[src/rtl/periph_bus_pkg.sv]
// rtl/periph_bus_pkg.sv - shared encodings and defaults for the peripheral bus master
package periph_bus_pkg;

  typedef enum logic [2:0] {
    S_IDLE = 3'd0,
    S_WR   = 3'd1,
    S_RD   = 3'd2,
    S_ACK  = 3'd3,
    S_ERR  = 3'd4
  } state_t;

  localparam logic [31:0] ADDR_MIN_DEF = 32'h0000_0002;
  localparam logic [31:0] ADDR_MAX_DEF = 32'h0000_0011;
  // Idle value of both bus address outputs; never a mapped peripheral.
  localparam logic [31:0] GUARD_ADDR   = 32'h0000_0000;
  localparam int          CNT_W        = 4;

endpackage

[src/rtl/periph_bus_master.sv]
// rtl/periph_bus_master.sv - single-transaction CPU to peripheral bus bridge
// Outputs are registered from the decode of the state being entered, so they line up with that state.
module periph_bus_master
  import periph_bus_pkg::*;
#(
  parameter int unsigned RD_LAT   = 1,
  parameter logic [31:0] ADDR_MIN = ADDR_MIN_DEF,
  parameter logic [31:0] ADDR_MAX = ADDR_MAX_DEF
) (
  input  logic        clk,
  input  logic        rst,
  input  logic        cpu_req,
  input  logic        cpu_we,
  input  logic [31:0] cpu_addr,
  input  logic [31:0] cpu_wdata,
  output logic [31:0] cpu_rdata,
  output logic        cpu_ack,
  output logic        cpu_err,
  output logic        cpu_busy,
  output logic [31:0] sys_w_addr,
  output logic [31:0] sys_r_addr,
  output logic [31:0] sys_w_line,
  input  logic [31:0] sys_r_line,
  output logic        sys_w,
  output logic        sys_r
);

  localparam logic [CNT_W-1:0] LAT_LOAD = CNT_W'(RD_LAT - 1);

  state_t             r_state;
  state_t             w_state_nxt;
  logic [CNT_W-1:0]   r_cnt;
  logic [31:0]        r_addr;
  logic [31:0]        r_rdata;
  logic               r_ack;
  logic               r_err;
  logic               r_sys_w;
  logic               r_sys_r;
  logic [31:0]        r_w_addr;
  logic [31:0]        r_r_addr;
  logic [31:0]        r_w_line;

  logic               w_in_range;
  logic               w_accept;
  logic               w_rd_last;
  logic [31:0]        w_addr_sel;
  logic               w_ack_nxt;
  logic               w_err_nxt;
  logic               w_sys_w_nxt;
  logic               w_sys_r_nxt;
  logic [31:0]        w_w_addr_nxt;
  logic [31:0]        w_r_addr_nxt;
  logic [31:0]        w_w_line_nxt;

  assign w_in_range = (cpu_addr >= ADDR_MIN) && (cpu_addr <= ADDR_MAX);
  assign w_accept   = (r_state == S_IDLE) && cpu_req;
  assign w_rd_last  = (r_state == S_RD) && (r_cnt == '0);
  // The cpu_* inputs are only looked at on the accept cycle; afterwards the latched address rules.
  assign w_addr_sel = (r_state == S_IDLE) ? cpu_addr : r_addr;

  always_ff @(posedge clk or negedge rst) begin
    if (!rst) r_state <= S_IDLE;
    else      r_state <= w_state_nxt;
  end

  always_comb begin
    w_state_nxt = r_state;
    unique case (r_state)
      S_IDLE: begin
        if (cpu_req) begin
          if (!w_in_range) w_state_nxt = S_ERR;
          else if (cpu_we) w_state_nxt = S_WR;
          else             w_state_nxt = S_RD;
        end
      end
      S_WR:         w_state_nxt = S_ACK;
      S_RD:         if (r_cnt == '0) w_state_nxt = S_ACK;
      S_ACK, S_ERR: w_state_nxt = S_IDLE;
      default:      w_state_nxt = S_IDLE;
    endcase
  end

  always_comb begin
    w_ack_nxt    = 1'b0;
    w_err_nxt    = 1'b0;
    w_sys_w_nxt  = 1'b0;
    w_sys_r_nxt  = 1'b0;
    w_w_addr_nxt = GUARD_ADDR;
    w_r_addr_nxt = GUARD_ADDR;
    w_w_line_nxt = '0;
    unique case (w_state_nxt)
      S_WR: begin
        w_sys_w_nxt  = 1'b1;
        w_w_addr_nxt = w_addr_sel;
        w_w_line_nxt = cpu_wdata;
      end
      S_RD: begin
        w_sys_r_nxt  = 1'b1;
        w_r_addr_nxt = w_addr_sel;
      end
      S_ACK: w_ack_nxt = 1'b1;
      S_ERR: begin
        w_ack_nxt = 1'b1;
        w_err_nxt = 1'b1;
      end
      default: ;
    endcase
  end

  always_ff @(posedge clk or negedge rst) begin
    if (!rst) begin
      r_cnt    <= '0;
      r_addr   <= '0;
      r_rdata  <= '0;
      r_ack    <= 1'b0;
      r_err    <= 1'b0;
      r_sys_w  <= 1'b0;
      r_sys_r  <= 1'b0;
      r_w_addr <= '0;
      r_r_addr <= '0;
      r_w_line <= '0;
    end else begin
      if (w_accept) begin
        r_addr <= cpu_addr;
        r_cnt  <= LAT_LOAD;
      end else if ((r_state == S_RD) && (r_cnt != '0)) begin
        r_cnt <= r_cnt - 1'b1;
      end
      if (w_rd_last) r_rdata <= sys_r_line;
      r_ack    <= w_ack_nxt;
      r_err    <= w_err_nxt;
      r_sys_w  <= w_sys_w_nxt;
      r_sys_r  <= w_sys_r_nxt;
      r_w_addr <= w_w_addr_nxt;
      r_r_addr <= w_r_addr_nxt;
      r_w_line <= w_w_line_nxt;
    end
  end

  assign cpu_busy   = (r_state != S_IDLE);
  assign cpu_rdata  = r_rdata;
  assign cpu_ack    = r_ack;
  assign cpu_err    = r_err;
  assign sys_w      = r_sys_w;
  assign sys_r      = r_sys_r;
  assign sys_w_addr = r_w_addr;
  assign sys_r_addr = r_r_addr;
  assign sys_w_line = r_w_line;

endmodule

[config.mk]
export PLATFORM = sky130hd
export DESIGN_NAME = periph_bus_master
export DESIGN_NICKNAME = d
export VERILOG_FILES = /design/src/rtl/periph_bus_pkg.sv /design/src/rtl/periph_bus_master.sv
export SDC_FILE = /design/constraint.sdc
export NUM_CORES = 1
export LEC_CHECK = 0
export ABC_AREA = 1
export CORE_UTILIZATION = 36
export CTS_CLUSTER_DIAMETER = 80
export DETAILED_ROUTE_END_ITERATION = 7
export PLACE_DENSITY = 0.67
export SLEW_MARGIN = 20
export SYNTH_ARGS = -nofsm -noshare
export SYNTH_HDL_FRONTEND = slang
export SYNTH_SLANG_ARGS = --single-unit
[constraint.sdc]
create_clock -name clk -period 3 [get_ports clk]
set_input_delay 0.9 -clock clk [delete_from_list [all_inputs] [get_ports clk]]
set_output_delay 0.9 -clock clk [all_outputs]
set_load 0.03 [all_outputs]
# After elaboration in Yosys (flattened, before gate mapping)
# Cells that the tools add are included.
dict set report totals {
  register_bits 171
  latch_bits 0
  ram_bits 0
  mem_bits_ro 0
  output_inout_bits 133
  elab_cells 45
  memories 0
}
dict set report classes {
  addsub 1
  n_mul 0
  div_mod_pow 0
  order_cmp 2
  eq_ne 6
  n_shift 0
  mux 15
  bitwise_logic 0
  n_reduce_logical 10
}
# op n
set op_table {}
lappend op_table {{$mux W32} 4}
lappend op_table {{$ge A32 B2 Y1 const B} 1}
lappend op_table {{$le A32 B5 Y1 const B} 1}
lappend op_table {{$eq A3 B2 Y1 const B} 3}
lappend op_table {{$mux W3} 3}
lappend op_table {{$pmux W3 S3} 1}
lappend op_table {{$mux W4} 2}
lappend op_table {{$eq A3 B1 Y1 const B} 2}
lappend op_table {{$logic_and A1 B1 Y1} 4}
lappend op_table {{$logic_not A4 Y1} 1}
lappend op_table {{$mux W1} 4}
lappend op_table {{$reduce_bool A4 Y1} 1}
lappend op_table {{$sub A4 B1 Y4 const B} 1}
lappend op_table {{$eq A3 B3 Y1 const B} 1}
lappend op_table {{$logic_not A3 Y1} 1}
lappend op_table {{$reduce_bool A3 Y1} 1}
lappend op_table {{$mux W2} 1}
lappend op_table {{$reduce_bool A2 Y1} 1}
lappend op_table {{$reduce_or A2 Y1} 1}

# Depth between registers and ports, before layout
dict set report logic_depth {
  word_depth 8
  mapped_depth 11
  depth_no_buf 10
}

# Worst setup path after synthesis
# Ideal clock, no wire load.
dict set report synth_path {
  path_type {input port to flip-flop}
  startpoint {input port cpu_addr[23]}
  endpoint {register r_r_addr[2] (netlist: sys_r_addr[2])}
  arrival_time_ns 1.818
  required_time_ns 2.875
  slack_ns 1.057
  path_stages 11
  cell_sequence {inv_1 > nand2_1 > nor2_1 > nand2_2 > nor2_4 > nand4_1 > nand2_2 > inv_2 > nand2_4 > buf_6 > nor2_2}
}
dict set report synth_between {
  elab_chain_len 7
}
# item line_no
set synth_lines {}
lappend synth_lines {{start: declaration} periph_bus_master.sv:14} ;# input logic [31:0] cpu_addr,
lappend synth_lines {{$ge A32 B2 Y1 / $le A32 B5 Y1 (equally long branches)} periph_bus_master.sv:55} ;# assign w_in_range = (cpu_addr >= ADDR_MIN) && (cpu_addr <= ADDR_MAX);
lappend synth_lines {{$logic_and A1 B1 Y1 (*)} periph_bus_master.sv:55}
lappend synth_lines {{$mux W3 (*)} periph_bus_master.sv:71} ;# if (!w_in_range) w_state_nxt = S_ERR;
lappend synth_lines {{$mux W3 (*)} periph_bus_master.sv:70} ;# if (cpu_req) begin
lappend synth_lines {{$pmux W3 S3 (*)} periph_bus_master.sv:68} ;# unique case (r_state)
lappend synth_lines {{net w_state_nxt[0]} periph_bus_master.sv:31} ;# state_t w_state_nxt;
lappend synth_lines {{$eq A3 B2 Y1 (*)} periph_bus_master.sv:91} ;# unique case (w_state_nxt)
lappend synth_lines {{$mux W32 (*)} periph_bus_master.sv:91}
lappend synth_lines {{net w_r_addr_nxt[2]} periph_bus_master.sv:52} ;# logic [31:0] w_r_addr_nxt;
lappend synth_lines {{end signal: assignment} periph_bus_master.sv:135} ;# r_r_addr <= w_r_addr_nxt;
lappend synth_lines {{end: declaration} periph_bus_master.sv:40} ;# logic [31:0] r_r_addr;
# Mark *: on every way through the listed nets, which the timed path passes. The rest lies on a longest branch.
# A chain may end at the register's enable or synchronous reset.

# Worst setup path in the final report
dict set report layout_path {
  startpoint {register r_rdata[15] (netlist: cpu_rdata[15])}
  endpoint {output port cpu_rdata[15]}
}
# item line_no
set layout_lines {}
lappend layout_lines {{start: declaration} periph_bus_master.sv:34} ;# logic [31:0] r_rdata;
lappend layout_lines {{start signal: assignment} periph_bus_master.sv:129} ;# if (w_rd_last) r_rdata <= sys_r_line;
lappend layout_lines {{end: declaration} periph_bus_master.sv:16} ;# output logic [31:0] cpu_rdata,
# No word-level cell between the ends.

==> impl_results.md <==
- Final WL: around 15000 um
- ANT nets after route: 0
- Clock sinks: 171
- Main synth FF type: dfrtp_1
- Slew Limit Headroom: 0.343
- All-Layer GR Usage: 0.159
- Worst-path cell chain: clkdlybuf4s50_1
- YS warnings: 0
- Vias in the first global route: ~4400
- Worst skew pair latency: ~0.42 ns
- Syn avg cell area: 10.2 um^2
- CP max-delay cell: clkdlybuf4s50_1
- Worst Skew: 0.00907 ns
- Remaining global-route overflow: 0
- Area delta synth->final: 51.2%
- DR pass1 iterations: 4
- Setup CP Type: flip-flop to output port
- First-pass GRT wire length: 22700 um
- Largest stage delay, worst path: about 0.7 ns
- Leak: 0.00462 uW
- # Post-CTS Setup Buffers: 0
- Final Hold Vio Count: 0
- Req. time, crit path: 2.10 ns
- Gpl congestion: 0.735
- Synth cell types: 25
- Cell Pwr Density: 547 nW/um^2
- Worst reg2reg path depth: 7
- Post-synthesis cell count: around 640
- Fin Setup TNS: 0 ns
- Htree depth: 4
- Post-DR wirelength/cell: between 10 and 15 um
- Xor/xnor cell area share of the yosys netlist: 0
- Maximum clock path buffer count: 2
- Maximum clock frequency: 423 MHz
- Crit-path max FO: 2
- Largest net degree at the start of global routing: 59
- Main combinational cell family by area after synthesis: simple AND/OR/NAND/NOR gates
- Area of the mapped netlist: about 6500 um^2
- Clock root buffer: clkbuf_16
- CP delay by family, top: buffers and inverters
- RSZ-0062 raised after global routing: no
- Site Rows: 48
- Synth Area in Simple Gates: 0.208
- Die ar.: 18600 um^2
- R2R Path Start: r_cnt[0]$_DFFE_PN0P_
- Tmin final: 2.36 ns
- Initial core utilization: 0.372
- Final setup fails: 0
- TritonCTS clock tree: built
- Status: completed
- Placed cells: 1103
- Slew @ Worst Pin: just under 1 ns
- Fin. max-slew vios: 0
- Sequential share of the synthesized area: 0.658
- Core ar.: 17500 um^2
- Ys async rst share: 1.00
- DRC: 0
- #FFs+latches synth: 171
- Mux contribution to synthesized area: 0
- Post-cts sizing count: 0
- Post-route insts no fill: about 1100
- Critical path launch point type: flip-flop
- Max-Cap Viols: 0
- Starting DRC count in detailed routing: 281
- Nets@finish: 998
- Reg-to-reg endpoint: cpu_rdata[14]$_DFFE_PN0P_
- Die Wd: approximately 140 um
- Critical Path AT: 1.46 ns
- Share of cells above drive strength 1: 0.135
- VDD IR max: 0.384 mV
- Die H: approximately 140 um
- Final period util: 0.787
- Worst Setup SP: cpu_rdata[15]$_DFFE_PN0P_
- Hold Path Class: input port to asynchronous set/reset pin
- Diodes inserted: 0
- WHS: approximately 0.43 ns
- Routed vias: around 4800
- Compound-cell area share of the yosys netlist: 0.0545
- Setup slack, reg-to-reg: 1.14 ns
- Antenna violations before repair: 0
- Post-synth EDFFs: 0
- CTS Hold Buffers Added: 0
- Drt via density: 4.19
- I/O pins: 233
- Worst path bufs/invs: 1
- Total CTS buffers: 17
- Crit end category: output port
- Adder-Cell Fraction of Synth Area: 0.00192
- Post-DP HPWL: 10300 um
- Clock transition at path regs: approximately 0.06 ns
- IO Port Bufs: 232
-- synthesized netlist by cell type, types with 2 or more instances --
cell type | count | area [um^2]
dfrtp_1 | 171 | 4280
nand2_1 | 148 | 556
nor2_1 | 62 | 233
clkbuf_1 | 10 | 37.5
buf_4 | 3 | 22.5
inv_1 | 64 | 240
buf_12 | 3 | 60.1
nand3_1 | 7 | 35.0
buf_2 | 8 | 40.0
nor2_4 | 18 | 203
a21oi_1 | 33 | 165
nor2_2 | 38 | 238
nand2_2 | 6 | 37.5
inv_2 | 16 | 60.1
o21ai_1 | 3 | 15.0
buf_6 | 2 | 22.5
o21ai_0 | 33 | 165
nand4_1 | 4 | 25.0
-- report_power, final --
part / internal, uW / switching [uW] / leakage, uW
Sequential: 2390 / 36.9 / 0.00210
Clock: 1590 / 873 / 0.000322
Combinational: 225 / 263 / 0.00220
Total: 4200 / 1170 / 0.00462
-- worst max path at each step --
stage                                   end  slack (ns)  cells after the start
global placement    sys_r_addr[4]$_DFF_PN0_        0.41                     12
global route                  cpu_rdata[15]        0.57                      1
floorplan           sys_r_addr[2]$_DFF_PN0_        1.06                     11
finish                        cpu_rdata[15]        0.64                      1
CTS                           cpu_rdata[15]        0.60                      1
detailed placement  sys_r_addr[4]$_DFF_PN0_        0.40                     12
-- registers in the layout, summed over array words and instances, names as in the netlist --
name        flops
cpu_err         1
sys_w           1
r_cnt           4
sys_w_addr     32
r_addr         32
cpu_rdata      32
r_state         3
sys_w_line     32
cpu_ack         1
sys_r           1
sys_r_addr     32
-- cells in the final DEF, fill, tap and decap left out, types with 2 or more instances in the layout --
| master | netlist | routed |
|---|---|---|
| buf_4 | 3 | 6 |
| nand2_1 | 148 | 148 |
| nand2_2 | 6 | 6 |
| nor2_4 | 18 | 18 |
| nand3_1 | 7 | 7 |
| clkdlybuf4s50_1 | 0 | 230 |
| clkbuf_16 | 0 | 17 |
| clkinv_2 | 0 | 2 |
| nor2_1 | 62 | 62 |
| buf_12 | 3 | 6 |
| a21oi_1 | 33 | 33 |
| o21ai_0 | 33 | 33 |
| dfrtp_1 | 171 | 171 |
| nand4_1 | 4 | 4 |
| bufinv_16 | 0 | 6 |
| inv_1 | 64 | 64 |
| nor2_2 | 38 | 38 |
| clkbuf_1 | 10 | 3 |
| conb_1 | 1 | 27 |
| o21ai_1 | 3 | 3 |
| inv_2 | 16 | 16 |
-- cell families after synthesis --
family | count (synthesis)
compound gates | 70
fa+ha+maj | 1
buf+inv | 107
flops | 171
other cells | 1
simple gates | 286
-- routing by layer --
layer / wire length, um / GRT usage / vias up
li1: - / - / 2405
met1: 6400 / 0.205 / 2178
met2: 6980 / 0.256 / 159
met3: 1020 / 0.0481 / 12
met4: 146 / 0.0500 / 0
met5: 0 / 0 / -
-- through the flow --
| step | util | total power [uW] | cell area (um^2) | worst slack [ns] |
|---|---|---|---|---|
| after global routing | 0.562 | 5590 | 9830 | 0.572 |
| after global placement | 0.524 | 2950 | 9160 | 0.413 |
| final | 0.562 | 5370 | 9830 | 0.638 |
| after floorplan | - | 2680 | 6600 | 1.06 |
| after detailed placement | 0.524 | 2960 | 9160 | 0.400 |
| after CTS | 0.562 | 5440 | 9830 | 0.600 |
-- cell type report --
| cell class | count | area (um^2) |
|---|---|---|
| inverter | 80 | 300 |
| tap | 225 | 282 |
| clock inverter | 11 | 215 |
| fill | 1515 | 7650 |
| sequential | 171 | 4280 |
| timing repair buffer | 243 | 2480 |
| multi-input combinational | 384 | 1820 |
| clock buffer | 21 | 450 |
No activity file was read; power rests on OpenSTA's default activity.
==> variant: new RTL, config.mk and constraints unchanged <==
Change the package constant `CNT_W` from 4 to 3.
--- a/src/rtl/periph_bus_pkg.sv
+++ b/src/rtl/periph_bus_pkg.sv
@@ -15,3 +15,3 @@
   localparam logic [31:0] GUARD_ADDR   = 32'h0000_0000;
-  localparam int          CNT_W        = 4;
+  localparam int          CNT_W        = 3;
 
Behaviour: no difference found for any inputs over 4 cycles, from zero or initial values and one cycle with rst low; that may be too few to reach the edited logic, so the function may still have changed.
==> variant against the unedited design <==
Clock skew decreased by 1.2 ps; critical path depth increased by 2; setup slack got worse by 230 ps; total power decreased by 4.9%; design area decreased by 4.6%; synthesized area decreased by 5.3%; routed wire length decreased by 4.9%; sequential cell count decreased by 1; count of clock-buffer cells in the layout decreased by 1; first-iteration DRC count decreased by 16%; critical endpoint is now cpu_busy; largest power group is now sequential cells; highest routed layer unchanged.
==> variant: results (changes against the unedited design) <==
Run status
  – Outcome: completed

Power
  – Max rail drop VDD: 0.000378 V (-1.7%)
  – Pleak: 0.00455 µW (-1.7%)

Global route
  – Initial antenna violation count: 0 (unchanged)
  – First-pass GRT wire length: 22.5 mm (-0.79%)
  – Largest net degree at the start of global routing: 72 (+22%)
  – Total global-route track usage: 0.165 (+0.00615)
  – Number of global-route vias before repair: 4447 (+0.61%)

Synth
  – Register area share after synthesis: 0.691 (+0.0329)
  – Ranking of synthesized cells by area: dfrtp_1 69%, mux2_2 5.9%, nor2_1 5.5%, o21ai_0 5.3%, nand2_1 5.2%
  – Post-synth top cells: 170 x dfrtp_1, 90 x nor2_1, 86 x nand2_1
  – Synth Warn #: 0 (unchanged)
  – Ys async rst share: 1.00 (unchanged)
  – Library cells used by synthesis: 20 (-20%)
  – Top FF cell, synth: dfrtp_1
  – Avg Cell Area, Syn: 10.9 µm² (+7.0%)

Clocking
  – # resized after CTS: 0 (unchanged)
  – Clock latency on the worst-skew pair: 420 ps (about the same)
  – CTS H-tree depth: 4 (unchanged)
  – Cts bufs inserted: 17 (unchanged)
  – Clk root buf: clkbuf_16
  – Clk slew on worst S/H paths: 60 ps (about the same)
  – Maximum root-to-sink buffer count: 2 (unchanged)
  – Post-CTS Setup Inserts: 0 (unchanged)

Detailed routing
  – Vias/cell: 4.24 (+1.2%)
  – WL final: 13.8 mm (-4.9%)
  – Mean routed wirelength per cell: 13.1 µm (+2.2%)
  – Drt pass-1 iters: 5 (+1)
  – Initial detailed-routing violation count: 236 (-16%)

Timing
  – Worst Skew: 7.90 ps (-1.17 ps)
  – Hold Vio Cnt, Final: 0 (unchanged)
  – Tightest Pin Transition: 680 ps (-305 ps)

Placed design
  – Gpl congestion: 0.747 (+1.7%)
  – Placed inst area: 8800 µm² (-3.9%)
  – Final HPWL from detailed placement: 9.71 mm (-5.9%)
  – Placed insts: 1025 (-7.1%)
  – I/O Buffers: 232 (unchanged)

Setup path
  – Worst Setup Path Type: reg -> out
  – Reg-to-reg startpoint: r_state[2]$_DFF_PN0_
  – Critical path data arrival time: 1690 ps (+230 ps)
  – Worst-path maximum fanout: 3 (+1)
  – Reg2reg setup slack: 820 ps (-320 ps)

Cells and area
  – Share of post-route cells with drive strength above 1: 0.0921 (-0.0431)
  – Final nets: 926 (-7.2%)
  – Ant. Diodes: 0 (unchanged)

Worst hold path
  – Worst hold path class: in -> async
-- variant: changes by cell type after synthesis, sizes merged, moves of 2 or more --
| cell | unedited run | this run |
|---|---|---|
| o22ai | 0 | 2 |
| o21ai | 36 | 65 |
| nand2 | 155 | 89 |
| nand4 | 4 | 0 |
| a21oi | 34 | 0 |
| mux2 | 0 | 32 |
| clkbuf | 10 | 7 |
| nor2 | 118 | 91 |
-- variant: cell type report --
class                      count  area [µm²]
fill                        1466        7270
timing repair buffer         240        2410
multi-input combinational    316        1570
sequential                   170        4250
tap                          220         275
inverter                      79         297
clock inverter                11         124
clock buffer                  20         447
-- variant: logic make-up (layout without fill, tap and decap cells) --
kind of cell	after synthesis	in the layout	synth area share
adders and majority gates	2	2	0.00407
muxes	32	32	0.0585
DFF	170	170	0.691
buffers and inverters	103	350	0.0709
and+or+nand+nor	188	188	0.120
other	1	27	0.000609
AOI/OAI and AO/OA	67	67	0.0549
-- variant: worst paths after layout --
kind | end | depth (start not counted)
setup / recovery | cpu_busy | 3
hold reg to reg | r_addr[5]$_DFFE_PN0P_ | 2
max in group asynchronous | sys_r_addr[12]$_DFF_PN0_ | 2
hold / removal | cpu_rdata[29]$_DFFE_PN0P_ | 1
setup reg to reg | sys_r_addr[1]$_DFF_PN0_ | 9
min in group clk | r_addr[5]$_DFFE_PN0P_ | 2
-- variant: metrics by stage --
step	hold slack, ps	setup slack (ps)
floorplan	448	1060
finish	474	412
global route	497	327
detailed placement	468	315
global placement	461	393
CTS	484	368
-- variant: layer usage --
| metal | global-route usage | up-vias | part of all wire |
|---|---|---|---|
| met5 | 0 | - | 0 |
| met4 | 0.0670 | 0 | 0.018 |
| met3 | 0.0402 | 19 | 0.052 |
| met2 | 0.283 | 143 | 0.51 |
| met1 | 0.200 | 2092 | 0.42 |
| li1 | - | 2220 | - |
-- variant: worst max-delay path, stage by stage (launching register included) --
cell	delay (ps)
dfrtp_1	420
nor3_4	200
inv_1	50
clkdlybuf4s50_1	610
-- variant: report_power, final --
group / total, µW / internal, µW / switching, µW
Combinational: 551 / 263 / 288
Sequential: 2440 / 2390 / 42.9
Clock: 2120 / 1240 / 876
Total: 5110 / 3900 / 1210
